File: src/rtl/rv_mem_arbiter.sv
// -----------------------------------------------------------------------------
// rv_mem_arbiter
//   Shares one single-ported, non-pipelined memory bus between the uRV
//   instruction-fetch port (read-only) and the data load/store port. One
//   access is in flight at a time. Data wins arbitration, but after
//   MAX_D_STREAK back-to-back data grants with a fetch waiting, the fetch
//   goes next. An optional ack timeout converts a hung access into an error
//   completion (err_o pulse plus a normal completion with zero data).
//
// Ports
//   clk_i, rst_n_i        clock (rising edge), async active-low reset
//   im_*                  fetch side: address/request in, data/valid pulse out
//   dm_*                  data side: address/store data/lanes/write/load in,
//                         load data/valid pulse and store-busy out
//   mem_*                 shared bus: registered addr/data/sel/we/req out,
//                         ack and read data in
//   err_o                 1-cycle pulse when an access is aborted by timeout
// -----------------------------------------------------------------------------
module rv_mem_arbiter #(
    parameter int MAX_D_STREAK   = 4,
    parameter int TIMEOUT_CYCLES = 0
) (
    input  logic        clk_i,
    input  logic        rst_n_i,
    input  logic [31:0] im_addr_i,
    input  logic        im_rd_i,
    output logic [31:0] im_data_o,
    output logic        im_valid_o,
    input  logic [31:0] dm_addr_i,
    input  logic [31:0] dm_data_s_i,
    input  logic [3:0]  dm_data_select_i,
    input  logic        dm_write_i,
    input  logic        dm_load_i,
    output logic [31:0] dm_data_l_o,
    output logic        dm_valid_l_o,
    output logic        dm_busy_s_o,
    output logic [31:0] mem_addr_o,
    output logic [31:0] mem_data_o,
    output logic [3:0]  mem_sel_o,
    output logic        mem_we_o,
    output logic        mem_req_o,
    input  logic        mem_ack_i,
    input  logic [31:0] mem_data_i,
    output logic        err_o
);

    localparam logic [1:0] S_IDLE  = 2'd0;
    localparam logic [1:0] S_I_ACC = 2'd1;
    localparam logic [1:0] S_D_ACC = 2'd2;

    localparam int SW = $clog2(MAX_D_STREAK + 1);
    localparam int TW = (TIMEOUT_CYCLES > 1) ? $clog2(TIMEOUT_CYCLES) : 1;
    localparam logic [SW-1:0] STREAK_MAX = SW'(MAX_D_STREAK);

    logic [1:0]    state_q,    state_d;
    logic [SW-1:0] streak_q,   streak_d;
    logic [TW-1:0] timer_q,    timer_d;
    logic [31:0]   mem_addr_q, mem_addr_d;
    logic [31:0]   mem_data_q, mem_data_d;
    logic [3:0]    mem_sel_q,  mem_sel_d;
    logic          mem_we_q,   mem_we_d;
    logic          mem_req_q,  mem_req_d;
    logic [31:0]   im_data_q,  im_data_d;
    logic          im_valid_q, im_valid_d;
    logic [31:0]   dm_data_q,  dm_data_d;
    logic          dm_valid_q, dm_valid_d;
    logic          st_done_q,  st_done_d;
    logic          err_q,      err_d;

    logic        d_req;
    logic        timeout_hit;
    logic [31:0] rdata;

    assign d_req = dm_load_i | dm_write_i;

    // Timer holds the number of ack-less access cycles already elapsed, so
    // the current cycle is the last allowed one when it equals LIMIT-1.
    assign timeout_hit = (TIMEOUT_CYCLES > 0) && (int'(timer_q) == TIMEOUT_CYCLES - 1);

    // A timed-out access completes with zero data instead of bus data.
    assign rdata = mem_ack_i ? mem_data_i : 32'h0;

    always_comb begin
        // NOTE: every next-state signal gets a default first so no path
        // through the case statement can infer a latch.
        state_d    = state_q;
        streak_d   = streak_q;
        timer_d    = timer_q;
        mem_addr_d = mem_addr_q;
        mem_data_d = mem_data_q;
        mem_sel_d  = mem_sel_q;
        mem_we_d   = mem_we_q;
        mem_req_d  = mem_req_q;
        im_data_d  = im_data_q;
        dm_data_d  = dm_data_q;
        im_valid_d = 1'b0;
        dm_valid_d = 1'b0;
        st_done_d  = 1'b0;
        err_d      = 1'b0;

        case (state_q)
            S_IDLE: begin
                timer_d = '0;
                if (d_req && (!im_rd_i || streak_q < STREAK_MAX)) begin
                    state_d    = S_D_ACC;
                    mem_addr_d = dm_addr_i;
                    mem_data_d = dm_data_s_i;
                    mem_sel_d  = dm_data_select_i;
                    mem_we_d   = dm_write_i;  // write+load together is a store
                    mem_req_d  = 1'b1;
                    // The guard above keeps streak below the limit whenever a
                    // fetch is waiting, so the increment saturates at the limit.
                    streak_d   = im_rd_i ? streak_q + SW'(1) : '0;
                end else if (im_rd_i) begin
                    state_d    = S_I_ACC;
                    mem_addr_d = im_addr_i;
                    mem_data_d = 32'h0;
                    mem_sel_d  = 4'hF;
                    mem_we_d   = 1'b0;
                    mem_req_d  = 1'b1;
                    streak_d   = '0;
                end
            end

            S_I_ACC, S_D_ACC: begin
                // Ack has priority over a simultaneous timeout.
                if (mem_ack_i || timeout_hit) begin
                    state_d   = S_IDLE;
                    mem_req_d = 1'b0;
                    timer_d   = '0;
                    err_d     = !mem_ack_i;
                    if (state_q == S_I_ACC) begin
                        im_data_d  = rdata;
                        im_valid_d = 1'b1;
                    end else if (mem_we_q) begin
                        st_done_d  = 1'b1;
                    end else begin
                        dm_data_d  = rdata;
                        dm_valid_d = 1'b1;
                    end
                end else begin
                    timer_d = timer_q + TW'(1);
                end
            end

            default: begin
                state_d   = S_IDLE;
                mem_req_d = 1'b0;
            end
        endcase
    end

    always_ff @(posedge clk_i or negedge rst_n_i) begin
        if (!rst_n_i) begin
            state_q    <= S_IDLE;
            streak_q   <= '0;
            timer_q    <= '0;
            mem_addr_q <= '0;
            mem_data_q <= '0;
            mem_sel_q  <= '0;
            mem_we_q   <= 1'b0;
            mem_req_q  <= 1'b0;
            im_data_q  <= '0;
            im_valid_q <= 1'b0;
            dm_data_q  <= '0;
            dm_valid_q <= 1'b0;
            st_done_q  <= 1'b0;
            err_q      <= 1'b0;
        end else begin
            // NOTE: non-blocking assignments so every register samples the
            // pre-edge value of its inputs regardless of statement order.
            state_q    <= state_d;
            streak_q   <= streak_d;
            timer_q    <= timer_d;
            mem_addr_q <= mem_addr_d;
            mem_data_q <= mem_data_d;
            mem_sel_q  <= mem_sel_d;
            mem_we_q   <= mem_we_d;
            mem_req_q  <= mem_req_d;
            im_data_q  <= im_data_d;
            im_valid_q <= im_valid_d;
            dm_data_q  <= dm_data_d;
            dm_valid_q <= dm_valid_d;
            st_done_q  <= st_done_d;
            err_q      <= err_d;
        end
    end

    // Busy while a granted store is on the bus, and while a store request is
    // waiting; it drops in the store completion cycle even if dm_write_i is
    // still held, which is the CPU's cue to release the request.
    assign dm_busy_s_o = (state_q == S_D_ACC && mem_we_q) || (dm_write_i && !st_done_q);

    assign im_data_o    = im_data_q;
    assign im_valid_o   = im_valid_q;
    assign dm_data_l_o  = dm_data_q;
    assign dm_valid_l_o = dm_valid_q;
    assign mem_addr_o   = mem_addr_q;
    assign mem_data_o   = mem_data_q;
    assign mem_sel_o    = mem_sel_q;
    assign mem_we_o     = mem_we_q;
    assign mem_req_o    = mem_req_q;
    assign err_o        = err_q;

endmodule
File: config.mk
export PLATFORM = sky130hd
export DESIGN_NAME = rv_mem_arbiter
export DESIGN_NICKNAME = d
export VERILOG_FILES = /design/src/rtl/rv_mem_arbiter.sv
export SDC_FILE = /design/constraint.sdc
export NUM_CORES = 1
export LEC_CHECK = 0
export BUFFER_PORTS_ARGS = -buffer_cell sky130_fd_sc_hd__buf_2
export CAP_MARGIN = 20
export CORE_MARGIN = 10
export CORE_UTILIZATION = 46
export DETAILED_ROUTE_END_ITERATION = 12
export GPL_TIMING_DRIVEN = 0
export MAX_ROUTING_LAYER = met4
export PLACE_DENSITY = 0.8
export SYNTH_ARGS = -nofsm -noshare
export SYNTH_HDL_FRONTEND = slang
export SYNTH_SLANG_ARGS = --single-unit
export TNS_END_PERCENT = 30
File: constraint.sdc
create_clock -name clk_i -period 1.95 [get_ports clk_i]
set_clock_uncertainty 0.05 [all_clocks]
set_input_delay 0.39 -clock clk_i [delete_from_list [all_inputs] [get_ports clk_i]]
set_output_delay 0.39 -clock clk_i [all_outputs]
set_load 0.1 [all_outputs]
* Yosys cells after proc, flatten, opt, wreduce, memory -nomap -nowiden *
Index checks and enable logic that the tools add are counted.

word-level totals
  bits in registers = 143
  input port bits = 138
  output and inout port bits = 138

operators by class
  add/subtract/negate cells = 1
  order comparisons = 1
  equality and inequality tests = 4
  multiplexer cells = 32
  bitwise gates (word level) = 3
  reduce and logical (&&, ||, !) cells = 15

operator list
  kind                                                count
  2-to-1 mux 32 bit                                   4
  2-to-1 mux 1 bit                                    18
  2-to-1 mux 3 bit                                    3
  2-to-1 mux 4 bit                                    2
  2-to-1 mux 2 bit                                    3
  one-hot mux 2 bit (2 select lines)                  1
  AND reduction 2 bit                                 2
  AND reduction 4 bit                                 1
  adder 3 x 1 -> 3 bit (second input constant)        1
  logical AND 1 bit                                   3
  zero test 1 bit                                     3
  less-than comparator 3 bit (second input constant)  1
  != test 3 bit (second input constant)               1
  AND reduction 3 bit                                 1
  == test 2 x 1 -> 1 bit (second input constant)      1
  == test 2 bit (second input constant)               1
  zero test 2 bit                                     1
  logical OR 1 bit                                    2
  != test 2 bit (second input constant)               1
  NOT 1 bit                                           2
  one-hot mux 1 bit (2 select lines)                  1
  nonzero test 2 bit                                  1
  OR reduction 2 bit                                  1
  bitwise OR 1 bit                                    1

* Longest topological paths before layout *
Gate-level depths: netlist of run 1.

  depth after elaboration = 5
  gate-level depth with buffers = 7

* Worst setup path before layout of run 1 *
Ideal clock, no wire load.

  kind = input port to output port
  from = input dm_write_i
  to = output dm_busy_s_o
  arrival = 2532 ps
  data required time = 1510 ps
  slack = -1022 ps
  stages = 2
  cell sequence = inv_1 o21ai_0

on the way
  cells in the longest elaborated chain, start to end = 2

RTL lines
  element            RTL line  source
  from (decl)        32        input logic dm_write_i,
  logical AND 1 bit  192       assign dm_busy_s_o = (state_q == S_D_ACC && mem_we_q) || (dm_write_i && !st_done_q);
  logical OR 1 bit   192
  to (decl)          36        output logic dm_busy_s_o,

No other way between the ends.

* Worst setup path in the final report of run 1 *
  from = register state_q[0]
  to = output dm_busy_s_o

on the way
  cells in the longest elaborated chain, start to end = 3

RTL lines
  element                 RTL line  source
  from (decl)             55        logic [1:0] state_q, state_d;
  from (signal assigned)  172       state_q <= state_d;
  == test 2 bit           --
  logical AND 1 bit       192
  logical OR 1 bit        192

No other way between the ends.

==> results of run 1 <==
==> worst max-delay path by stage <==
| stage | end | slack (ns) | cells past startpoint |
|---|---|---|---|
| after floorplan | dm_data_l_o[10] | 0.17 | 6 |
| after global placement | mem_we_o | -1.59 | 1 |
| after detailed placement | dm_data_l_o[2] | -0.25 | 6 |
| after CTS | dm_data_l_o[27] | -0.002 | 7 |
| after global routing | dm_busy_s_o | -0.01 | 5 |
| final | dm_busy_s_o | 0.06 | 5 |
==> worst reg2reg max path, delay by kind of cell, from the launching register on <==
family        cells  cell delay, ns
flops             1            0.38
buf+inv           2            0.47
fa+ha+maj         1            0.21
mux               1            0.37
simple gates      1            0.24
==> flip-flops by register name, indices dropped and copies added, names as in the netlist, 2 cells and up <==
register / count
dm_data_l_o: 32
mem_data_o: 32
mem_sel_o: 4
streak_q: 3
state_q: 2
mem_addr_o: 32
im_data_o: 32
==> Yosys cell counts <==
cell and number:
a21o_1 2, a22o_1 32, a2bb2oi_2 1, and2_4 1, buf_2 11, buf_4 5, buf_6 8, clkbuf_1 2
conb_1 1, dfrtp_1 142, ha_1 5, inv_1 5, mux2_1 4, mux2_2 60, mux2i_1 32, nand2_1 40
nand3_1 1, nor2b_1 2, nor3_1 2, nor3_2 1, nor3b_1 1, o2111ai_1 1, o21ai_0 37, o22a_1 4
o2bb2ai_1 2, o31ai_2 1
==> through the flow <==
stage               instance area, um^2  setup WS (ns)  cells
floorplan                          5650          0.174    403
global placement                   7200          -1.59    824
detailed placement                 7240         -0.248    825
CTS                                7920       -0.00176    862
global route                       7960        -0.0133    863
finish                             7970         0.0637    864
==> repair_timing <==
item | in CTS | in global routing
resized for setup | 4 | 7
endpoints found under the hold margin | 63 | 0
setup endpoints to repair | 30 | 33
gates cloned | 0 | 0
pin swaps | 1 | 1
hold buffers | 1 | 0
buffers inserted | 5 | 1
==> kinds of logic (layout without fill, tap and decap cells) <==
logic type,after synthesis,after routing,synth area share
flops,142,142,0.630
mux,96,96,0.184
compound gates,80,80,0.101
simple gates,48,48,0.0361
buf+inv,31,344,0.0370
fa+ha+maj,5,5,0.0111
other cells,1,2,0.000665
==> layout make-up <==
class	instances	area [um^2]	area share
Sequential cell	142	3550	0.446
Multi-Input combinational cell	230	1910	0.240
Timing Repair Buffer	282	1470	0.185
Clock buffer	19	453	0.0569
Buffer	26	201	0.0253
Tap cell	147	184	0.0231
Clock inverter	12	168	0.0210
Inverter	5	18.8	0.00236
Antenna cell	1	2.50	0.000314
==> routing by layer <==
layer	vias to the layer above	wire, um	track usage
li1	2037	-	-
met1	2120	6430	0.220
met2	198	8220	0.336
met3	25	1520	0.0737
met4	0	310	0.0713
met5	-	0	-
==> metrics.txt, run 1 <==
Core Util, Final 0.663; most common cell after layout, fill and taps aside buf_2; CP required 1.51 ns; Worst path max stage delay 0.38 ns; RSZ-0062 raised after global routing true; Synth Warn # 0; die area 17100 um^2; Mapped Cells 403; Final nets 847; Core Area 12000 um^2; Worst Path Max Fanout 2; clock tree sinks 142; Mapped Nets 546; CP Launch Type register; # rows 40; DP HPWL 13100 um; Synth cell types 26; worst slew pin tran 0.608 ns; crit end category output port; Hold Crit Endpoint mem_sel_o[2]; outcome finished clean; WHS Path Cells 2; FF-to-FF path depth 5; Final Max Tran Viols 0; Area Overhead vs Synth 41.2%; R2R Setup Slk 0.12 ns; share of layout cells above drive strength 1 0.566; routed len/inst 19.1 um; vias in the first global route 4997; Clock Pin Slew Worst Setup and Hold Paths 0.06 ns; CP bufs+invs 2; CP max stage cell dfrtp_1; WL final 16500 um; total CTS buffers 17; CP startpoint state_q[0]; Root Driver clkbuf_16; most area-consuming cells after synthesis dfrtp_1, mux2_2, mux2i_1, a22o_1, o21ai_0; final setup vio count 0; most frequent cells in the layout buf_2, dfrtp_1, mux2_2, nand2_1, o21ai_0; critical-path cell list inv_1 > ha_1 > nand2_1 > o21ai_2 > buf_6; Worst Path Arrival 1.45 ns; Hold WS 0.133 ns; Clock Path Buffers 2; Initial Util 0.470; Synth Area per Inst 14.0 um^2; antenna-violating nets left 0; largest area contributor in the netlist dfrtp_1; fill cell total of the finished layout 911; Yosys top cell area share 0.630; CP top delay family flip-flops; reg-to-reg startpoint state_q[0]; crit share post-route 0.967; fin crit period 1.89 ns; initial antenna violation count 0; post-synth design cell area 5640 um^2; Die H 131 um; Die W 131 um; Port Buffers 274; routed via count 4380; global-route wire length before repair 25800 um; Crit Path Class register to output port; Placer Congestion 0.782; sequential-to-total area share from yosys stat 0.630; pin count of the biggest net entering global routing 80; drt via density 5.07; Hold/Removal Path Class primary input to register; Fmax 0.530 GHz; final hold vios 0; worst reg2reg path endpoint im_data_o[16]; Clk Latency, worst-skew pair 0.41 ns; DRT Pass-1 Iters 4; synthesis-stage register bit count 142; Remaining Overflow, GRT 0; H-Tree Depth 4; CTS tree yes; All-Layer GR Usage 0.202; First DRT Iteration DRCs 140; post-route DRC violation count 0; Rel. slew slack 0.595; total negative slack 0 ns; maxcap violations 0; Top Ports 276; hold path start dm_data_select_i[2]
Power of run 1 is left out: the tool's default activity adds up to more than one toggle a clock period on the data nets, which glitch-free logic cannot reach.
==> run 2, diff against run 1 <==
--- a/constraint.sdc
+++ b/constraint.sdc
@@ -4,2 +4,2 @@
 set_output_delay 0.39 -clock clk_i [all_outputs]
-set_load 0.1 [all_outputs]
+set_load 0.005 [all_outputs]
==> run 2 against run 1 <==
Effect of this change:
- clock-buffer cell count grew 2
- fmax grew 1.1%
- critical path type is now register to register
- utilization grew 0.14 points
- non-clock buffer count grew 1
==> metrics.txt, run 2 (synthesis results as in run 1) <==
pin count of the biggest net entering global routing 75; Final Max Tran Viols 0; total CTS buffers 17; Fmax 0.536 GHz; WL final 16700 um; worst slew pin tran 0.640 ns; crit end category register; CTS tree yes; maxcap violations 0; most common cell after layout, fill and taps aside buf_2; Die H 131 um; clock tree sinks 142; Placed Area 7230 um^2; Rel. slew slack 0.573; antenna cells 0; pwr dens 1680 nW/um^2; R2R Setup Slk 0.08 ns; reg-to-reg startpoint state_q[0]; CP bufs+invs 4; CP required 2.19 ns; dpl cells 825; post-route DRC violation count 0; antenna-violating nets left 0; Die W 131 um; share of layout cells above drive strength 1 0.561; Net Switching 4.28 mW; Crit Path Class register to register; crit share post-route 0.957; routed len/inst 19.3 um; Placer Congestion 0.807; Internal 9.12 mW; DP HPWL 13100 um; Remaining Overflow, GRT 0; Combinational Power Share 0.371; CP top delay family buffers and inverters; final setup vio count 0; Reg power frac 0.384; Leak 4.23 nW; All-Layer GR Usage 0.198; Hold Crit Endpoint mem_data_o[25]; # rows 40; Clock Pin Slew Worst Setup and Hold Paths 0.06 ns; final hold vios 0; Core Area 12000 um^2; FF-to-FF path depth 7; WHS Path Cells 2; fin area 7980 um^2; Port Buffers 274; hold path start dm_data_s_i[25]; Final nets 848; Area Overhead vs Synth 41.4%; RSZ-0062 raised after global routing false; Clk Latency, worst-skew pair 0.42 ns; CP max stage cell dfrtp_1; Clock Path Buffers 2; worst reg2reg path endpoint dm_data_l_o[15]; CP Launch Type register; clock network fraction of total power 0.245; Initial Util 0.470; Root Driver clkbuf_16; VDD IR max 908 uV; outcome finished clean; Crit path top cell by count buf_4; Worst Path Arrival 2.11 ns; die area 17100 um^2; critical-path cell list buf_4 > buf_4 > ha_4 > nor3_4 > buf_6 > clkbuf_16 > mux2_2; H-Tree Depth 4; routed via count 4394; global-route wire length before repair 25200 um; initial antenna violation count 0; vias in the first global route 4888; drt via density 5.09; First DRT Iteration DRCs 206; FF/Latch Area 3550 um^2; Net Sw Frac 0.319; Worst path max stage delay 0.40 ns; fin cells 864; Worst Path Max Fanout 5; fin crit period 1.87 ns; Top Ports 276; most frequent cells in the layout buf_2, dfrtp_1, mux2_2, nand2_1, o21ai_0; Multi-input gate area 1900 um^2; fill cell total of the finished layout 913; DRT Pass-1 Iters 5; Hold/Removal Path Class primary input to register
==> run 2: cell count changes in the layout (fill, tap and decap cells not counted), sizes merged <==
| cell | before | now |
|---|---|---|
| bufinv | 4 | 3 |
| clkbuf | 21 | 24 |
| clkinv | 8 | 3 |
| clkinvlp | 0 | 3 |
| inv | 5 | 6 |
| diode | 1 | 0 |
==> run 2: through the flow <==
| step | util | worst slack [ns] | hold slack, ns | setup TNS, ns | power, mW |
|---|---|---|---|---|---|
| after floorplan | - | 0.174 | 0.0444 | 0 | 7.53 |
| after global placement | 0.599 | -1.37 | 0.408 | -199.02 | 9.77 |
| after detailed placement | 0.602 | -0.265 | 0.382 | -6.57 | 10.0 |
| after CTS | 0.657 | 0.0174 | 0.120 | 0 | 13.4 |
| after global routing | 0.664 | 0.00900 | 0.111 | 0 | 14.3 |
| final | 0.664 | 0.0842 | 0.133 | 0 | 13.4 |
==> run 2: final cells by class <==
cell class,count,share of cell area
Tap cell,147,0.0230
Inverter,5,0.00235
Sequential cell,142,0.445
Buffer,26,0.0279
Clock buffer,21,0.0589
Clock inverter,10,0.0171
Timing Repair Buffer,283,0.187
Multi-Input combinational cell,230,0.238
==> run 2: power by group through the flow <==
stage               sequential [mW]  clock (mW)  combinational [mW]
global placement               5.07           0                4.70
CTS                            5.14        3.34                4.95
detailed placement             5.15           0                4.87
floorplan                      5.24           0                2.29
finish                         5.14        3.28                4.98
global route                   5.32        3.49                5.50
==> run 2: how the worst max path moves through the flow <==
| stage | start | end | slack [ns] | depth (start not counted) |
|---|---|---|---|---|
| after detailed placement | state_q[0] | dm_data_l_o[18] | -0.26 | 6 |
| after global routing | state_q[0] | dm_data_l_o[14] | 0.009 | 7 |
| after CTS | state_q[1] | dm_data_l_o[28] | 0.02 | 7 |
| after global placement | rst_n_i | mem_data_o[2] | -1.37 | 1 |
| after floorplan | state_q[0] | dm_data_l_o[10] | 0.17 | 6 |
| final | state_q[0] | dm_data_l_o[15] | 0.08 | 7 |
==> run 2: worst register-to-register path: cells and delay by family (launching register included) <==
family / cells / cell delay, ns
simple gates: 1 / 0.22
fa+ha+maj: 1 / 0.16
mux: 1 / 0.33
flops: 1 / 0.40
buf+inv: 4 / 0.60
==> run 2: repair_timing <==
action / in CTS / in global routing
endpoints found under the setup margin: 29 / 31
pin swaps: 1 / 1
hold buffers: 1 / 0
endpoints found under the hold margin: 68 / 0
gates cloned: 0 / 1
gates resized for setup: 3 / 11
buffers inserted: 4 / 2
==> run 2: layer usage <==
metal | up-vias | wire, um | track usage
li1 | 2036 | - | -
met1 | 2136 | 6550 | 0.217
met2 | 203 | 8390 | 0.327
met3 | 19 | 1480 | 0.0733
met4 | 0 | 269 | 0.0680
met5 | - | 0 | -
Power figures use the tool's default switching activity.
